File: config.mk
export PLATFORM = sky130hd
export DESIGN_NAME = alu_issue
export DESIGN_NICKNAME = d
export VERILOG_FILES = /design/src/rtl/rv32_pkg.sv /design/src/rtl/alu_issue_dec.sv /design/src/rtl/alu_issue.sv
export SDC_FILE = /design/constraint.sdc
export NUM_CORES = 1
export LEC_CHECK = 0
export BUFFER_PORTS_ARGS = -buffer_cell sky130_fd_sc_hd__buf_2
export CORE_ASPECT_RATIO = 0.5
export CORE_MARGIN = 8
export CORE_UTILIZATION = 29
export CTS_CLUSTER_DIAMETER = 120
export DETAILED_ROUTE_END_ITERATION = 12
export GPL_ROUTABILITY_DRIVEN = 0
export GPL_TIMING_DRIVEN = 0
export HOLD_SLACK_MARGIN = 0.1
export SLEW_MARGIN = 5
export SYNTH_ARGS = -nofsm -noshare
export SYNTH_HDL_FRONTEND = slang
export SYNTH_SLANG_ARGS = --single-unit
File: constraint.sdc
create_clock -name clk -period 3 [get_ports clk]
set_input_delay 0.3 -clock clk [delete_from_list [all_inputs] [get_ports clk]]
set_output_delay 0.3 -clock clk [all_outputs]
set_load 0.03 [all_outputs]
File: src/rtl/rv32_pkg.sv
// rv32_pkg: shared RV32I encodings for the ALU issue slice.
// Provides opcode constants, ALU control encodings (including the SLT/SLTU
// remap targets), funct7 constants, the issue FSM state type and a helper
// that maps an instruction funct3 onto the ALU control field.
package rv32_pkg;

  // Major opcodes handled by the issue unit
  localparam logic [6:0] OPC_OP    = 7'b0110011;
  localparam logic [6:0] OPC_OPIMM = 7'b0010011;
  localparam logic [6:0] OPC_LUI   = 7'b0110111;
  localparam logic [6:0] OPC_AUIPC = 7'b0010111;

  // ALU control encodings
  localparam logic [2:0] ALU_ADD  = 3'b000;
  localparam logic [2:0] ALU_SLL  = 3'b001;
  localparam logic [2:0] ALU_SLTU = 3'b010;
  localparam logic [2:0] ALU_SLT  = 3'b011;
  localparam logic [2:0] ALU_XOR  = 3'b100;
  localparam logic [2:0] ALU_SRL  = 3'b101;
  localparam logic [2:0] ALU_OR   = 3'b110;
  localparam logic [2:0] ALU_AND  = 3'b111;

  // funct7 values
  localparam logic [6:0] F7_BASE = 7'b0000000;
  localparam logic [6:0] F7_ALT  = 7'b0100000;

  typedef enum logic [0:0] {
    ST_RUN  = 1'b0,
    ST_HALT = 1'b1
  } state_e;

  // The ALU orders its compare ops unsigned-first, the ISA signed-first,
  // so funct3 010/011 swap; everything else passes straight through.
  function automatic logic [2:0] map_f3(input logic [2:0] f3);
    logic [2:0] ctrl;
    case (f3)
      3'b010:  ctrl = ALU_SLT;
      3'b011:  ctrl = ALU_SLTU;
      default: ctrl = f3;
    endcase
    return ctrl;
  endfunction

endpackage

File: src/rtl/alu_issue_dec.sv
// alu_issue_dec: purely combinational RV32I decode for the ALU issue stage.
// Ports:
//   instr, pc, rs1_data, rs2_data  (in)  instruction word, its address, RF reads
//   x_o, y_o                       (out) next ALU operands
//   ctrl_o, ex_o                   (out) next ALU op select and SUB/SRA modifier
//   rd_we_o                        (out) writeback enable (legal and rd != x0)
//   illegal_o                      (out) encoding is not a supported ALU op
// Illegal encodings force all operand/control outputs to zero.
module alu_issue_dec
  import rv32_pkg::*;
(
  input  logic [31:0] instr,
  input  logic [31:0] pc,
  input  logic [31:0] rs1_data,
  input  logic [31:0] rs2_data,
  output logic [31:0] x_o,
  output logic [31:0] y_o,
  output logic [2:0]  ctrl_o,
  output logic        ex_o,
  output logic        rd_we_o,
  output logic        illegal_o
);

  logic [6:0]  opcode_s;
  logic [2:0]  f3_s;
  logic [6:0]  f7_s;
  logic        is_shift_s;
  logic [31:0] imm_i_s;
  logic [31:0] imm_u_s;
  logic [31:0] x_raw_s;
  logic [31:0] y_raw_s;
  logic [2:0]  ctrl_raw_s;
  logic        ex_raw_s;
  logic        legal_s;
  // rs1 index field is not needed: the register file has already been read
  logic        unused_rs1_idx_s;

  assign opcode_s   = instr[6:0];
  assign f3_s       = instr[14:12];
  assign f7_s       = instr[31:25];
  assign is_shift_s = (f3_s == 3'b001) || (f3_s == 3'b101);
  assign imm_i_s    = {{20{instr[31]}}, instr[31:20]};
  assign imm_u_s    = {instr[31:12], 12'd0};
  assign unused_rs1_idx_s = ^instr[19:15];

  // Opcode/funct decode into raw operands and a legality flag
  always_comb begin
    x_raw_s    = 32'd0;
    y_raw_s    = 32'd0;
    ctrl_raw_s = ALU_ADD;
    ex_raw_s   = 1'b0;
    legal_s    = 1'b0;
    case (opcode_s)
      OPC_OP: begin
        x_raw_s    = rs1_data;
        ctrl_raw_s = map_f3(f3_s);
        if (is_shift_s) begin
          y_raw_s = {27'd0, rs2_data[4:0]};
        end else begin
          y_raw_s = rs2_data;
        end
        if (f7_s == F7_BASE) begin
          legal_s  = 1'b1;
          ex_raw_s = 1'b0;
        end else if (f7_s == F7_ALT) begin
          // Only SUB and SRA have an alternate form
          ex_raw_s = 1'b1;
          legal_s  = (f3_s == 3'b000) || (f3_s == 3'b101);
        end else begin
          legal_s = 1'b0;
        end
      end
      OPC_OPIMM: begin
        x_raw_s    = rs1_data;
        ctrl_raw_s = map_f3(f3_s);
        if (f3_s == 3'b001) begin
          y_raw_s = {27'd0, instr[24:20]};
          legal_s = (f7_s == F7_BASE);
        end else if (f3_s == 3'b101) begin
          y_raw_s = {27'd0, instr[24:20]};
          if (f7_s == F7_BASE) begin
            legal_s  = 1'b1;
            ex_raw_s = 1'b0;
          end else if (f7_s == F7_ALT) begin
            legal_s  = 1'b1;
            ex_raw_s = 1'b1;
          end else begin
            legal_s = 1'b0;
          end
        end else begin
          y_raw_s = imm_i_s;
          legal_s = 1'b1;
        end
      end
      OPC_LUI: begin
        x_raw_s = 32'd0;
        y_raw_s = imm_u_s;
        legal_s = 1'b1;
      end
      OPC_AUIPC: begin
        x_raw_s = pc;
        y_raw_s = imm_u_s;
        legal_s = 1'b1;
      end
      default: begin
        legal_s = 1'b0;
      end
    endcase
  end

  // Illegal slots carry a zeroed payload so the ALU sees a harmless add 0+0
  assign x_o       = legal_s ? x_raw_s    : 32'd0;
  assign y_o       = legal_s ? y_raw_s    : 32'd0;
  assign ctrl_o    = legal_s ? ctrl_raw_s : ALU_ADD;
  assign ex_o      = legal_s ? ex_raw_s   : 1'b0;
  assign rd_we_o   = legal_s && (instr[11:7] != 5'd0);
  assign illegal_o = !legal_s;

endmodule

File: src/rtl/alu_issue.sv
// alu_issue: single-stage registered issue unit feeding the 32-bit ALU.
// Ports:
//   clk, rst_n (sync, active low), flush (sync, clears slot and HALT)
//   in_valid/in_ready, instr, pc, rs1_data, rs2_data   upstream side
//   out_valid/out_ready, alu_x, alu_y, alu_ctrl, alu_ex,
//   rd_addr, rd_we, illegal                            ALU side (registered)
// Optional feature macro ALU_ISSUE_PERF_EN adds issued_cnt[31:0] and
// illegal_cnt[15:0] drain counters (cleared by reset only).
// Accepting an illegal encoding moves the FSM to HALT; the illegal slot still
// drains, but no further instruction is accepted until flush.
module alu_issue
  import rv32_pkg::*;
#(
  parameter int XLEN = 32
) (
  input  logic            clk,
  input  logic            rst_n,
  input  logic            flush,
  input  logic            in_valid,
  output logic            in_ready,
  input  logic [31:0]     instr,
  input  logic [XLEN-1:0] pc,
  input  logic [XLEN-1:0] rs1_data,
  input  logic [XLEN-1:0] rs2_data,
  output logic            out_valid,
  input  logic            out_ready,
  output logic [XLEN-1:0] alu_x,
  output logic [XLEN-1:0] alu_y,
  output logic [2:0]      alu_ctrl,
  output logic            alu_ex,
  output logic [4:0]      rd_addr,
  output logic            rd_we,
`ifdef ALU_ISSUE_PERF_EN
  output logic [31:0]     issued_cnt,
  output logic [15:0]     illegal_cnt,
`endif
  output logic            illegal
);

  state_e      state_q, state_d;
  logic        valid_q, valid_d;
  logic [31:0] x_q, x_d;
  logic [31:0] y_q, y_d;
  logic [2:0]  ctrl_q, ctrl_d;
  logic        ex_q, ex_d;
  logic [4:0]  rd_q, rd_d;
  logic        we_q, we_d;
  logic        ill_q, ill_d;

  logic [31:0] dec_x_s;
  logic [31:0] dec_y_s;
  logic [2:0]  dec_ctrl_s;
  logic        dec_ex_s;
  logic        dec_we_s;
  logic        dec_ill_s;
  logic        in_ready_s;
  logic        accept_s;
  logic        drain_s;

  alu_issue_dec u_dec (
    .instr     (instr),
    .pc        (pc),
    .rs1_data  (rs1_data),
    .rs2_data  (rs2_data),
    .x_o       (dec_x_s),
    .y_o       (dec_y_s),
    .ctrl_o    (dec_ctrl_s),
    .ex_o      (dec_ex_s),
    .rd_we_o   (dec_we_s),
    .illegal_o (dec_ill_s)
  );

  // Handshake: the slot can refill when empty or draining this cycle
  always_comb begin
    in_ready_s = 1'b0;
    case (state_q)
      ST_RUN:  in_ready_s = !valid_q || out_ready;
      ST_HALT: in_ready_s = 1'b0;
      default: in_ready_s = 1'b0;
    endcase
  end

  assign accept_s = in_valid && in_ready_s;
  assign drain_s  = valid_q && out_ready;

  // Next-state and output-slot update; flush wins over a same-cycle accept
  always_comb begin
    state_d = state_q;
    valid_d = valid_q;
    x_d     = x_q;
    y_d     = y_q;
    ctrl_d  = ctrl_q;
    ex_d    = ex_q;
    rd_d    = rd_q;
    we_d    = we_q;
    ill_d   = ill_q;
    if (flush) begin
      state_d = ST_RUN;
      valid_d = 1'b0;
      x_d     = 32'd0;
      y_d     = 32'd0;
      ctrl_d  = ALU_ADD;
      ex_d    = 1'b0;
      rd_d    = 5'd0;
      we_d    = 1'b0;
      ill_d   = 1'b0;
    end else if (accept_s) begin
      valid_d = 1'b1;
      x_d     = dec_x_s;
      y_d     = dec_y_s;
      ctrl_d  = dec_ctrl_s;
      ex_d    = dec_ex_s;
      rd_d    = instr[11:7];
      we_d    = dec_we_s;
      ill_d   = dec_ill_s;
      if (dec_ill_s) begin
        state_d = ST_HALT;
      end else begin
        state_d = state_q;
      end
    end else if (drain_s) begin
      valid_d = 1'b0;
    end else begin
      valid_d = valid_q;
    end
  end

  // Output slot and FSM state registers
  always_ff @(posedge clk) begin
    if (!rst_n) begin
      state_q <= ST_RUN;
      valid_q <= 1'b0;
      x_q     <= 32'd0;
      y_q     <= 32'd0;
      ctrl_q  <= ALU_ADD;
      ex_q    <= 1'b0;
      rd_q    <= 5'd0;
      we_q    <= 1'b0;
      ill_q   <= 1'b0;
    end else begin
      state_q <= state_d;
      valid_q <= valid_d;
      x_q     <= x_d;
      y_q     <= y_d;
      ctrl_q  <= ctrl_d;
      ex_q    <= ex_d;
      rd_q    <= rd_d;
      we_q    <= we_d;
      ill_q   <= ill_d;
    end
  end

  assign in_ready  = in_ready_s;
  assign out_valid = valid_q;
  assign alu_x     = x_q;
  assign alu_y     = y_q;
  assign alu_ctrl  = ctrl_q;
  assign alu_ex    = ex_q;
  assign rd_addr   = rd_q;
  assign rd_we     = we_q;
  assign illegal   = ill_q;

`ifdef ALU_ISSUE_PERF_EN
  logic [31:0] issued_cnt_q, issued_cnt_d;
  logic [15:0] illegal_cnt_q, illegal_cnt_d;

  // Drain counters: legal drains wrap, illegal drains saturate
  always_comb begin
    issued_cnt_d  = issued_cnt_q;
    illegal_cnt_d = illegal_cnt_q;
    if (drain_s && !ill_q) begin
      issued_cnt_d = issued_cnt_q + 32'd1;
    end else if (drain_s && ill_q && (illegal_cnt_q != 16'hFFFF)) begin
      illegal_cnt_d = illegal_cnt_q + 16'd1;
    end else begin
      issued_cnt_d  = issued_cnt_q;
    end
  end

  // Counter registers survive flush, clear only on reset
  always_ff @(posedge clk) begin
    if (!rst_n) begin
      issued_cnt_q  <= 32'd0;
      illegal_cnt_q <= 16'd0;
    end else begin
      issued_cnt_q  <= issued_cnt_d;
      illegal_cnt_q <= illegal_cnt_d;
    end
  end

  assign issued_cnt  = issued_cnt_q;
  assign illegal_cnt = illegal_cnt_q;
`endif

endmodule

After elaboration in Yosys (flattened, before gate mapping)
Cells that the tools add are included.
{ "word_totals": {"out_inout_bits": 77, "input_bits": 133, "word_cells": 62, "register_bits": 77} }
{ "op_classes": {"bitwise": 3, "n_mux": 25, "n_reduce_logical": 16, "n_eq_ne": 9} }
{ "op_table": {"columns": ["cell", "n"], "rows": [
  ["2-to-1 mux 32 bit", 5],
  ["case mux 32 bit (3 select lines)", 1],
  ["case mux 32 bit (2 select lines)", 1],
  ["== test 7 x 6 -> 1 bit (second input constant)", 3],
  ["== test 7 x 5 -> 1 bit (second input constant)", 2],
  ["2-to-1 mux 1 bit", 12],
  ["logical NOT 7 bit", 1],
  ["== test 3 x 2 -> 1 bit (second input constant)", 2],
  ["2-to-1 mux 3 bit", 2],
  ["case mux 3 bit (2 select lines)", 1],
  ["OR reduction 2 bit", 3],
  ["nonzero test 5 bit", 1],
  ["case mux 1 bit (2 select lines)", 2],
  ["== test 3 x 1 -> 1 bit (second input constant)", 1],
  ["== test 3 bit (second input constant)", 1],
  ["logical AND 1 bit", 3],
  ["logical NOT 3 bit", 1],
  ["logical OR 1 bit", 3],
  ["inverter 1 bit", 3],
  ["case mux 1 bit (3 select lines)", 1],
  ["logical NOT 1 bit", 2],
  ["AND reduction 2 bit", 1],
  ["nonzero test 2 bit", 1]
]} }

Logic depth before layout (Yosys ltp)
{ "depth": {"ltp_word": 8, "ltp_mapped": 7} }

Cells and area by module
Synthesis repeated with hierarchy kept, for this count alone.
{ "hier_totals": {"hier_cells": 558, "hier_area_um2": 4271.6} }
{ "by_module_without_submodules": {"columns": ["mod", "area_per_inst_um2", "cells_each", "instances"], "rows": [
  ["alu_issue", 2956.6, 352, 1],
  ["alu_issue_dec", 1315.0, 206, 1]
]} }

Least setup slack after synthesis
No wires, ideal clock.
{ "synth_path": {"path_type": "reg2reg", "start": "register valid_q (netlist: out_valid)", "end": "register y_q[11] (netlist: alu_y[11])", "path_stages_with_launch": 6, "path_slack_ns": 1.230, "t_arrival_ns": 1.623, "n_path_buf": 1, "setup_ns": 0.147, "required_ns": 2.853, "path_cell_list": "dfxtp_1 -> nand2b_1 -> nand3_1 -> a31oi_1 -> clkbuf_1 -> a211oi_2"} }
{ "synth_via": {"elab_chain_cells": 4} }
{ "synth_lines": {"columns": ["element", "line_no", "source"], "rows": [
  ["start: declaration", "alu_issue.sv:41", "logic valid_q, valid_d;"],
  ["start signal: assignment", "alu_issue.sv:142", "valid_q <= valid_d;"],
  ["logical NOT 1 bit", "alu_issue.sv:77", "ST_RUN: in_ready_s = !valid_q || out_ready;"],
  ["logical OR 1 bit", "alu_issue.sv:77", null],
  ["case mux 1 bit (2 select lines)", "alu_issue.sv:76", "case (state_q)"],
  ["logical AND 1 bit", "alu_issue.sv:83", "assign accept_s = in_valid && in_ready_s;"],
  ["end signal: assignment", "alu_issue.sv:144", "y_q <= y_d;"],
  ["end: declaration", "alu_issue.sv:43", "logic [31:0] y_q, y_d;"]
]} }
Every way passes these cells.
A chain may end at the register's enable or synchronous reset.

Worst setup path after layout
{ "layout_path": {"start": "register valid_q (netlist: out_valid)", "end": "register x_q[9] (netlist: alu_x[9])"} }
{ "layout_via": {"elab_chain_cells": 4} }
{ "layout_lines": {"columns": ["element", "line_no", "source"], "rows": [
  ["logical NOT 1 bit", "alu_issue.sv:77", null],
  ["logical OR 1 bit", "alu_issue.sv:77", null],
  ["case mux 1 bit (2 select lines)", "alu_issue.sv:76", null],
  ["logical AND 1 bit", "alu_issue.sv:83", null],
  ["end signal: assignment", "alu_issue.sv:133", "x_q <= 32'd0;"],
  ["end signal: assignment", "alu_issue.sv:143", "x_q <= x_d;"],
  ["end: declaration", "alu_issue.sv:42", "logic [31:0] x_q, x_d;"]
]} }
Every way passes these cells.

==> flow_summary.yaml <==
worst_setup_path:
  cp-start-kind: "flip-flop"
  critPathCaptureType: "flip-flop"
  crit-reg2reg-launch: "out_valid"
  ff2ff_path_depth: 7
  cp.required_ps: 3260
  reg2reg_slack_ps: 870
  worstPathMaxFanout: 10
  cp.arrival_ps: 2390
  reg2reg_to: "alu_x[9]"
  crit_type: "flip-flop to flip-flop"
grt:
  grt_pass1_wl_um: 18700
  grt-ovfl-total: 0
  track_usage: 0.149
  grt_pass1_vias: 3404
  grt_antenna_before_repair: 1
  grt_max_degree: 13
floorplanning:
  die_h_um: 94.0
  dieArea_um2: 16200
  rows: 28
  floorplan.initialDensity: 0.298
  core_area_um2: 11800
  die_w_um: 172
  io-pin-count: 210
pwr:
  switchingPower_w: 0.000584
  comb_power_share: 0.103
  p_leak_nw: 2.25
  p_int_w: 0.00203
  p_clk_frac: 0.498
  pwr-share-seq: 0.398
  vdd_drop_max_v: 0.000192
  p_per_area_nw_per_um2: 507
  p_sw_frac: 0.224
logic_synthesis:
  synth_top_area_frac: 0.436
  ys_seq_elements: 77
  postSynthAreaPerCell_um2: 9.32
  synth_top_family_by_area: "compound AO/OA/AOI/OAI gates"
  synth-adder-area-share: 0
  synth.distinct_cells: 41
  ys.flop_type: "dfxtp_1"
  syn_nets: 512
  synthesis.area_um2: 3530
  yosys.area_share.simple: 0.165
  synth_compound_area_frac: 0.315
  synth_top_area_cell: "dfxtp_1"
  synth-xor-area-share: 0.00496
  syn-instance-count: 379
  synth_warnings: 0
  async_reset_ff_frac: 0
  synth_area_leaders: "dfxtp_1, a22oi_1, o21ai_2"
  synth_edf_count: 0
  muxShareOfSynthArea: 0.0329
  synth.yosys.seq_area_share: 0.436
cells_and_area:
  multi_input_area_um2: 1830
  final_cell_mix: "buf_2, dfxtp_1, nand2_1"
  layout.cells.non_filler: 770
  mostFrequentLayoutCell: "buf_2"
  final-seq-area_um2: 1540
  area_growth_pct: 45.7
  final_net_count: 732
  fillCellCount: 1234
  drive_above_1_share: 0.500
drt:
  drt_iter0_drc: 135
  drt-vias-per-instance: 4.70
  routedWlPerCell_um: 16.4
  ant_nets: 0
  finalWirelength_um: 12700
  first_pass_iters: 4
  vias: 3620
  drc: 0
clock_tree:
  cts.sinks: 77
  cts.clk_slew.worst_paths_ps: 60
  cts_tree: "yes"
  postCtsSetupBuffers: 0
  numCtsBuffers: 9
  clock_latency_ps: 340
  root_buffer: "clkbuf_16"
  cts_resized: 0
  htree_levels: 3
  cts_buffer_depth: 2
  ctsHoldBuffers: 0
min_path:
  hold_end: "rd_addr[2]"
  hp-start: "instr[9]"
  hold_class: "input pin to flip-flop"
  holdPathStages: 3
sta:
  rsz0062_at_grt: "no"
  hold_violations: 0
  fmax_mhz: 469
  period_share: 0.710
  finalSetupTns_ps: 0
  fin_crit_ps: 2130
  relSlewSlack: 0.563
  clock_skew_ps: 7.16
  tightest_slew_ps: 655
  final-setup-viol-count: 0
  slew_violations: 0
placement:
  portBuffers: 209
  hpwl_um: 10200
  place_inst: 753
run_status:
  outcome: "finished clean"
flow_run:
  cap_violations: 0
## critical path, cell delays in order (launching register included)
cell and delay (ps):
dfxtp_1 320, nand2b_1 90, and3_1 210, clkbuf_1 260, nor2_1 510, clkbuf_1 450, nand2_1 130, o21ai_2 70
## synth_stat cells, types with 2 or more instances
| cell | number |
|---|---|
| dfxtp_1 | 77 |
| mux2_2 | 5 |
| and2_1 | 2 |
| inv_1 | 3 |
| a211oi_2 | 15 |
| a211oi_1 | 6 |
| buf_2 | 13 |
| clkbuf_1 | 13 |
| nor2b_1 | 2 |
| and3_1 | 3 |
| o21ai_1 | 12 |
| nand2b_1 | 4 |
| buf_6 | 3 |
| o21ai_2 | 30 |
| o2111ai_1 | 2 |
| a21oi_1 | 8 |
| nand2_1 | 60 |
| or4_4 | 2 |
| mux2i_1 | 6 |
| nor3_1 | 2 |
| nor2_1 | 32 |
| a22oi_1 | 57 |
| nor4_1 | 4 |
## cell type report
| type | count | share of cell area |
|---|---|---|
| multi-input cells | 269 | 0.355 |
| repair buffers | 209 | 0.203 |
| inverters | 4 | 0.00292 |
| plain buffers | 29 | 0.0287 |
| clock inverters | 3 | 0.0175 |
| well taps | 165 | 0.0401 |
| clock buffers | 13 | 0.0525 |
| diodes | 1 | 0.000486 |
| flip-flops and latches | 77 | 0.299 |
## flip-flops by register name (all words and copies together), names as in the netlist
name / flops
alu_ctrl: 3
alu_ex: 1
alu_x: 32
alu_y: 32
illegal: 1
out_valid: 1
rd_addr: 5
rd_we: 1
state_q: 1
## how the worst max path moves through the flow
| stage | start | to | slack [ps] | cells after the start |
|---|---|---|---|---|
| floorplan | out_valid | alu_y[11] | 1230 | 5 |
| global placement | out_ready | alu_ex | 730 | 8 |
| detailed placement | out_ready | alu_ex | 700 | 8 |
| CTS | out_valid | alu_ex | 850 | 7 |
| global route | out_valid | alu_ex | 670 | 7 |
| finish | out_valid | alu_x[9] | 870 | 7 |
## metal layers
metal / vias to the layer above / track usage / routed length, um / part of all wire
met4: 0 / 0.0406 / 91 / 0.0072
met1: 1701 / 0.170 / 5130 / 0.41
met2: 85 / 0.269 / 6720 / 0.53
li1: 1827 / - / - / -
met5: - / 0 / 0 / 0
met3: 7 / 0.0428 / 717 / 0.057
## logic make-up after synthesis
group | after synthesis
compound gates | 135
xor+xnor | 2
buf+inv | 33
flops | 77
mux | 11
simple gates | 121
## power by group through the flow
| stage | sequential (W) | combinational, W | clock, W |
|---|---|---|---|
| after floorplan | 0.00109 | 0.000108 | 0 |
| after global placement | 0.00106 | 0.000270 | 0 |
| after detailed placement | 0.00106 | 0.000273 | 0 |
| after CTS | 0.00104 | 0.000274 | 0.00134 |
| after global routing | 0.00104 | 0.000296 | 0.00139 |
| final | 0.00104 | 0.000270 | 0.00130 |
## metrics by stage
| step | total power, W | setup slack [ps] | hold WS, ps | area [um2] | utilization |
|---|---|---|---|---|---|
| CTS | 0.00265 | 851 | 206 | 5140 | 0.434 |
| finish | 0.00261 | 869 | 219 | 5150 | 0.435 |
| detailed placement | 0.00134 | 705 | 435 | 4780 | 0.404 |
| global route | 0.00272 | 666 | 215 | 5150 | 0.435 |
| global placement | 0.00133 | 726 | 432 | 4780 | 0.404 |
| floorplan | 0.00120 | 1230 | 436 | 3530 | - |
Power figures use the tool's default switching activity.
